[config.mk]
export PLATFORM = sky130hd
export DESIGN_NAME = regfile_write_queue
export DESIGN_NICKNAME = d
export VERILOG_FILES = /design/src/rtl/regfile_write_queue.sv
export SDC_FILE = /design/constraint.sdc
export NUM_CORES = 1
export LEC_CHECK = 0
export CELL_PAD_IN_SITES_DETAIL_PLACEMENT = 1
export CELL_PAD_IN_SITES_GLOBAL_PLACEMENT = 1
export CORE_ASPECT_RATIO = 0.6
export CORE_MARGIN = 2
export CORE_UTILIZATION = 40
export DETAILED_ROUTE_END_ITERATION = 7
export PLACE_DENSITY_LB_ADDON = 0.1
export SLEW_MARGIN = 30
export SYNTH_ARGS = -nofsm -noshare
export SYNTH_HDL_FRONTEND = slang
export SYNTH_SLANG_ARGS = --single-unit
export TNS_END_PERCENT = 30
[constraint.sdc]
create_clock -name clk -period 11.2 [get_ports clk]
set_input_delay 2.24 -clock clk [delete_from_list [all_inputs] [get_ports clk]]
set_output_delay 2.24 -clock clk [all_outputs]
set_load 0.005 [all_outputs]
[src/rtl/regfile_write_queue.sv]
// rtl/regfile_write_queue.sv - writeback FIFO in front of the register file write port, with read bypass
module regfile_write_queue #(
    parameter int DEPTH  = 4,
    parameter int DATA_W = 32,
    parameter int ADDR_W = 5
) (
    input  logic                       clk,
    input  logic                       r,
    input  logic                       in_valid,
    output logic                       in_ready,
    input  logic [ADDR_W-1:0]          in_rd,
    input  logic [DATA_W-1:0]          in_data,
    input  logic                       drain_en,
    output logic                       rf_writeEn,
    output logic [ADDR_W-1:0]          rf_rd,
    output logic [DATA_W-1:0]          rf_dataIn,
    input  logic [ADDR_W-1:0]          rs1,
    input  logic [ADDR_W-1:0]          rs2,
    output logic                       hit1,
    output logic                       hit2,
    output logic [DATA_W-1:0]          fwd1,
    output logic [DATA_W-1:0]          fwd2,
    output logic [$clog2(DEPTH):0]     count
);
    localparam int PTR_W = $clog2(DEPTH);
    localparam int CNT_W = PTR_W + 1;

    logic [ADDR_W-1:0] rd_q   [DEPTH];
    logic [DATA_W-1:0] data_q [DEPTH];
    logic [DEPTH-1:0]  valid_q;
    logic [PTR_W-1:0]  head_q, tail_q;
    logic [CNT_W-1:0]  count_q, count_d;
    logic              push, pop, empty;

    assign empty      = (count_q == '0);
    // Ready depends only on registered occupancy so drain_en never reaches in_ready.
    assign in_ready   = (count_q != CNT_W'(DEPTH));
    assign rf_writeEn = !empty && drain_en;
    assign rf_rd      = empty ? '0 : rd_q[head_q];
    assign rf_dataIn  = empty ? '0 : data_q[head_q];
    assign count      = count_q;

    // Writes to x0 complete the handshake but never occupy a slot.
    assign push    = in_valid && in_ready && (in_rd != '0);
    assign pop     = rf_writeEn;
    assign count_d = count_q + CNT_W'(push) - CNT_W'(pop);

    // Pointer, occupancy and entry storage update; reset drops every queued write.
    always_ff @(posedge clk or negedge r) begin
        if (!r) begin
            head_q  <= '0;
            tail_q  <= '0;
            count_q <= '0;
            valid_q <= '0;
            for (int i = 0; i < DEPTH; i++) begin
                rd_q[i]   <= '0;
                data_q[i] <= '0;
            end
        end else begin
            count_q <= count_d;
            if (pop) begin
                valid_q[head_q] <= 1'b0;
                head_q          <= head_q + 1'b1;
            end
            if (push) begin
                rd_q[tail_q]    <= in_rd;
                data_q[tail_q]  <= in_data;
                valid_q[tail_q] <= 1'b1;
                tail_q          <= tail_q + 1'b1;
            end
        end
    end

    // Bypass lookup: walk oldest to youngest so the last match seen is the youngest.
    always_comb begin
        logic [PTR_W-1:0] idx;
        hit1 = 1'b0;
        hit2 = 1'b0;
        fwd1 = '0;
        fwd2 = '0;
        idx  = '0;
        for (int i = 0; i < DEPTH; i++) begin
            idx = head_q + PTR_W'(i);
            if (valid_q[idx] && rs1 != '0 && rd_q[idx] == rs1) begin
                hit1 = 1'b1;
                fwd1 = data_q[idx];
            end
            if (valid_q[idx] && rs2 != '0 && rd_q[idx] == rs2) begin
                hit2 = 1'b1;
                fwd2 = data_q[idx];
            end
        end
    end
endmodule

==> results.md <==
* CP Max Fanout at 22
* Post-Synth XOR/XNOR Area at 0.03066
* VDD IR max at 0.0001780 V
* CP Class: input port to output port
* Leakage at 5.737 nW
* Htree depth at 4
* DRC viols at 0
* Cell Area, Synth at 12570 um^2
* #FFs+latches synth at 159
* Final Skew at 0.009970 ns
* Setup_tns at 0 ns
* Syn Inst Count at approximately 1000
* RSZ-0062 raised after global routing: no
* Post-synth EDFFs at 0
* Required @ worst endpoint at 8.96 ns
* PwrDens at approximately 390 nW/um^2
* Setup violators final at 0
* Starting density of the core at 0.4051
* Part of the cycle the worst path needs at 0.7407
* Die Ht at ~140 um
* Compound-Gate Fraction of Synth Area at 0.08312
* Simple-gate area share of the yosys netlist at 0.07834
* Hold/Removal Path Class: flop to flop
* Ys async rst share at 1.000
* CTS buffer count at 17
* F_max at approximately 0.12 GHz
* GRT overflow at 0
* Root buffer cell: clkbuf_16
* Avg WL per Cell at 26.70 um
* Nature of the critical path startpoint: input port
* Top-level port count at 159
* Met2 global-route usage at 0.3792
* Hold_buf cts at 0
* Largest family of logic cells by synthesized area: multiplexers
* Slew Limit Fails at 0
* DRT Wirelength at 41.31 mm
* Worst Tran Pin Value at 0.8864 ns
* # rows at 50
* Post-layout minimum cycle time at 8.296 ns
* Mapped Avg Cell Area at 12.36 um^2
* Full die area at 32900 um^2
* Power Total at slightly below 6 mW
* Final GP Congestion at between 0.8 and 0.9
* Pin count of the biggest net entering global routing at 95
* Area grow syn2layout at 20.20%
* Setup Buffers After CTS at 0
* CTS tree: yes
* Ys Warns at 0
* Vias per cell at around 6.3
* GRT Overall Usage at 0.2586
* Maxcap violations at 0
* IO Port Bufs at 158
* Cts repair resizes at 0
* M3 GR Usage at 0.05185
* Met1 Track Usage GR at 0.3921
* Global-route wire length before repair at about 64 mm
* Worst rel slew slack at 0.4091
* WP data arrival at ~6.1 ns
* Clock latency on the worst-skew pair at 0.45 ns
* Synth cell types at 44
* GR peak layer: met1
* DR pass1 iterations at 5
* Run status: complete, no violations
* Final ANT Viol Nets at 0
* DP HPWL at 27.49 mm
* Clk slew on worst S/H paths at around 0.070 ns
* Clock buffer depth at 2
* DR iter-0 viols at 839
* Mux contribution to synthesized area at 0.4325
* Sequential area share after synthesis at 0.3165
* Initial antenna violation count at 1
* Layout cells sized above 1 at 0.3540
* Ys flop type: dfrtp_1
* CTS sink count at 159
* Final Hold Fails at 0
* Final nets at 1179
* Synthesized net count at 1079
* Crit end category: output port
* Core area at 31030 um^2
* Die width at 232.9 um
* Adder-Cell Fraction of Synth Area at 0.01155
* Vias in the first global route at a little over 10000
* Total vias in the final route at just under 10000
## layout make-up
cell class | count | area [um^2]
multi-input combinational | 725 | 8065
antenna | 1 | 2.502
tap | 416 | 520.5
clock inverter | 10 | 125.1
sequential | 159 | 3986
clock buffer | 22 | 474.2
fill | 3183 | 15920
inverter | 33 | 123.9
timing repair buffer | 181 | 1810
## power breakdown
| part | switching, mW | internal (mW) | total, mW |
|---|---|---|---|
| Sequential | 0.440 | 0.875 | 1.31 |
| Combinational | 1.75 | 2.14 | 3.89 |
| Clock | 0.260 | 0.349 | 0.610 |
## layer usage
metal | wire [um] | vias to the layer above
met5 | 0 | -
met4 | 654 | 0
met3 | 2385 | 36
met2 | 18350 | 344
met1 | 19920 | 5233
li1 | - | 4146
## cells in the final DEF, fill, tap and decap left out, types with 25 or more instances in the layout
| master | Yosys | routed |
|---|---|---|
| nand3_1 | 25 | 25 |
| mux2_2 | 159 | 159 |
| inv_1 | 33 | 33 |
| nor2_1 | 51 | 46 |
| dfrtp_1 | 159 | 157 |
| xnor2_1 | 30 | 30 |
| mux2i_1 | 47 | 47 |
| nand2_1 | 66 | 62 |
| clkdlybuf4s50_1 | 0 | 157 |
| and2_1 | 31 | 31 |
| mux4_2 | 141 | 141 |
## registers in the layout, indices dropped and copies added (netlist names)
register,flops
data_q,128
rd_q,20
valid_q,4
tail_q,2
count,3
head_q,2
## path summary, 6_finish.rpt
check | start | end | slack (ns) | depth (start not counted)
hold reg to reg | count[2]$_DFF_PN0_ | count[2]$_DFF_PN0_ | 0.55 | 1
hold / removal | count[2]$_DFF_PN0_ | count[2]$_DFF_PN0_ | 0.55 | 1
max in group asynchronous | r | rd_q[6]$_DFFE_PN0P_ | 8.14 | 3
setup reg to reg | count[2]$_DFF_PN0_ | count[2]$_DFF_PN0_ | 8.18 | 8
min in group asynchronous | r | tail_q[0]$_DFFE_PN0N_ | 1.87 | 1
setup / recovery | rs1[1] | fwd1[6] | 2.90 | 9
## worst max-delay path, cell delays in order
cell	delay, ns
clkdlybuf4s50_1	0.57
or4_1	0.60
or2_1	0.27
nand4_1	0.46
nor2_4	0.22
buf_16	0.24
or3_4	0.60
o221ai_2	0.28
clkdlybuf4s50_1	0.55
## cells by family after synthesis
family / count (synthesis)
AO/OA/AOI/OAI: 117
flip-flops: 159
XOR/XNOR: 44
AND/OR/NAND/NOR: 206
adder cells (fa/ha/maj): 11
buffers and inverters: 133
multiplexers: 347
## stage by stage
stage / instances / hold slack (ns) / setup slack, ns / instance area, um^2 / utilization
after detailed placement: 1511 / 0.5415 / 2.827 / 14440 / 0.4653
after floorplan: 1017 / 0.4870 / 4.760 / 12570 / -
after global placement: 1510 / 0.5252 / 2.946 / 14410 / 0.4645
after global routing: 1547 / 0.5812 / 2.578 / 15110 / 0.4869
after CTS: 1543 / 0.5554 / 2.627 / 15040 / 0.4846
final: 1547 / 0.5522 / 2.904 / 15110 / 0.4869
## synthesized netlist by cell type (6+ instances only)
library cell / count / area, um^2
and2_1: 31 / 193.9
mux4_2: 141 / 3176
dfrtp_1: 159 / 3979
xnor2_1: 30 / 262.8
xor2_1: 14 / 122.6
a221oi_1: 18 / 157.7
buf_1: 6 / 22.52
ha_1: 10 / 125.1
o21ai_0: 14 / 70.07
o221ai_2: 19 / 285.3
nor2_1: 51 / 191.4
inv_1: 33 / 123.9
clkbuf_1: 48 / 180.2
buf_2: 37 / 185.2
o221a_2: 9 / 101.4
a21oi_1: 6 / 30.03
mux2_2: 159 / 1790
nand3_1: 25 / 125.1
or3_1: 10 / 62.56
o221ai_1: 11 / 96.34
mux2i_1: 47 / 470.5
a211o_1: 9 / 78.83
nand2_1: 66 / 247.7
a211oi_1: 20 / 150.1
Note: power is estimated with default switching activity, not from simulation.
==> patch 1 (same settings) <==
`ADDR_W`: 5 -> 7.
--- a/src/rtl/regfile_write_queue.sv
+++ b/src/rtl/regfile_write_queue.sv
@@ -2,7 +2,7 @@
 module regfile_write_queue #(
     parameter int DEPTH  = 4,
     parameter int DATA_W = 32,
-    parameter int ADDR_W = 5
+    parameter int ADDR_W = 7
 ) (
     input  logic                       clk,
     input  logic                       r,
Ports: changed (resized in_rd, rf_rd, rs1 and rs2); port bits go from 159 to 167. No check against the original RTL was run, so the function may have changed too.
==> patch 1 against the unedited design <==
Total power shrank 2.6%. Non-clock buffer count grew 8. Combinational power shrank 5.4%. Clock power grew 3.4%. Core utilization is essentially flat. Routed wire length grew 7.2%. Sequential cell count grew 8. Cell area grew 4.6%. Critical path depth grew 1. Setup slack gained 24 ps. Area after synthesis grew 5.0%. Die area grew 4.9%. Worst hold slack lost 28 ps. Critical path type unchanged. Largest power group unchanged. Highest routed layer unchanged.
==> patch 1: results (changes against the unedited design) <==
place:
  place_congestion: 0.8466  # +0.13%
  preCtsSetupSlack_ps: 3001  # +173.4 ps
  place_hpwl_um: 29260  # +6.5%
  port_buffers: 166  # +5.1%
sta:
  fmax_ghz: 0.1209  # +0.29%
  skew_ps: 9.133  # -0.8366 ps
  tightest_slew_ps: 946.2  # +59.83 ps
detailed_routing:
  wirelength_um: 44290  # +7.2%
  ant_nets: 0  # unchanged
setup_path:
  startpoint: "rs1[2]"
  critPathSlowestCell: "o211ai_1"
  crit_family: "buffers and inverters"
  reg2reg_depth: 9  # +1
  rrSetupSlack_ps: 7930  # -250 ps
  critPathMaxFanout: 28  # +27%
  slowest_delay_ps: 770  # +170 ps
  critPathArrivalTime_ps: 6030  # -30 ps
global_route:
  grtUsageTotal_pct: 26.66  # +0.80 points
  grt_max_degree: 98  # +3.2%
  antenna_found_initial: 2  # +1
  grt_pass1_vias: 10660  # +5.8%
power:
  peakVddDrop_mv: 0.1846  # +3.7%
cells_and_area:
  drive_above_1_share_pct: 33.98  # -1.4 points
  nets: 1241  # +5.3%
  reg_top3: "data_q (128), rd_q (28), valid_q (4)"
synth:
  synth_nets: 1140  # +5.7%
  ys_types: 49  # +11%
  synth_common_cells: "dfrtp_1, mux2_2, mux4_2"
  synth_top_cells_by_area: "dfrtp_1, mux4_2, mux2_2"
  ys_seq_area_share_pct: 31.65  # about the same
status:
  status: "completed"
patch 1: changes by cell type in the layout (fill, tap and decap cells not counted), moves of 18 or more:
cell	unedited run	this run
xnor2_1	30	48
mux2i_1	47	21
o211ai_1	3	21
a211oi_1	20	1
nand2_1	62	84
o221ai_2	19	0
o31ai_1	0	30
patch 1: worst min-delay path by stage:
stage               cells past startpoint              endpoint            startpoint  slack [ps]
global route                            1    count[2]$_DFF_PN0_    count[2]$_DFF_PN0_         560
global placement                        1    count[2]$_DFF_PN0_    count[2]$_DFF_PN0_         510
CTS                                     1    count[2]$_DFF_PN0_    count[2]$_DFF_PN0_         530
floorplan                               2  valid_q[2]$_DFF_PN0_  valid_q[2]$_DFF_PN0_         490
detailed placement                      1    count[2]$_DFF_PN0_    count[2]$_DFF_PN0_         520
finish                                  1    count[2]$_DFF_PN0_    count[2]$_DFF_PN0_         520
patch 1: kinds of logic after synthesis:
| logic type | share of synthesized area [%] |
|---|---|
| buf+inv | 4.160 |
| xor+xnor | 3.980 |
| simple gates | 9.051 |
| mux | 42.19 |
| flops | 31.65 |
| compound gates | 7.866 |
| fa+ha+maj | 1.099 |
patch 1: cell type report:
type / instances / area (um^2)
tap: 424 / 530.5
clock buffer: 19 / 452.9
sequential: 167 / 4187
multi-input combinational: 782 / 8528
clock inverter: 13 / 157.7
fill: 3291 / 16670
inverter: 16 / 60.06
timing repair buffer: 189 / 1887
antenna: 2 / 5.005
patch 1: metrics by stage:
step           std cells  util [%]  cell area (um^2)  hold slack [ps]  total power, mW
3_3_place_gp        1575     46.54             15120            507.0            4.940
6_report            1612     48.67             15810            524.0            5.668
3_5_place_dp        1575     46.54             15120            519.0            4.985
5_1_grt             1611     48.66             15810            561.1            6.042
4_1_cts             1607     48.42             15730            529.1            5.649
2_1_floorplan       1072         -             13200            487.0            3.809
patch 1: routing by layer:
metal | vias to the layer above | global-route usage (%) | share of wire [%]
met4 | 0 | 6.908 | 1.8
met1 | 5570 | 40.06 | 48
met5 | - | 0 | 0
met3 | 48 | 6.032 | 6.9
met2 | 411 | 38.82 | 44
li1 | 4403 | - | -
patch 1: report_power, final:
group / leakage (nW) / internal, mW / switching (mW)
registers: 1.98 / 0.919 / 0.442
clock network: 0.291 / 0.347 / 0.284
logic: 3.41 / 2.05 / 1.63
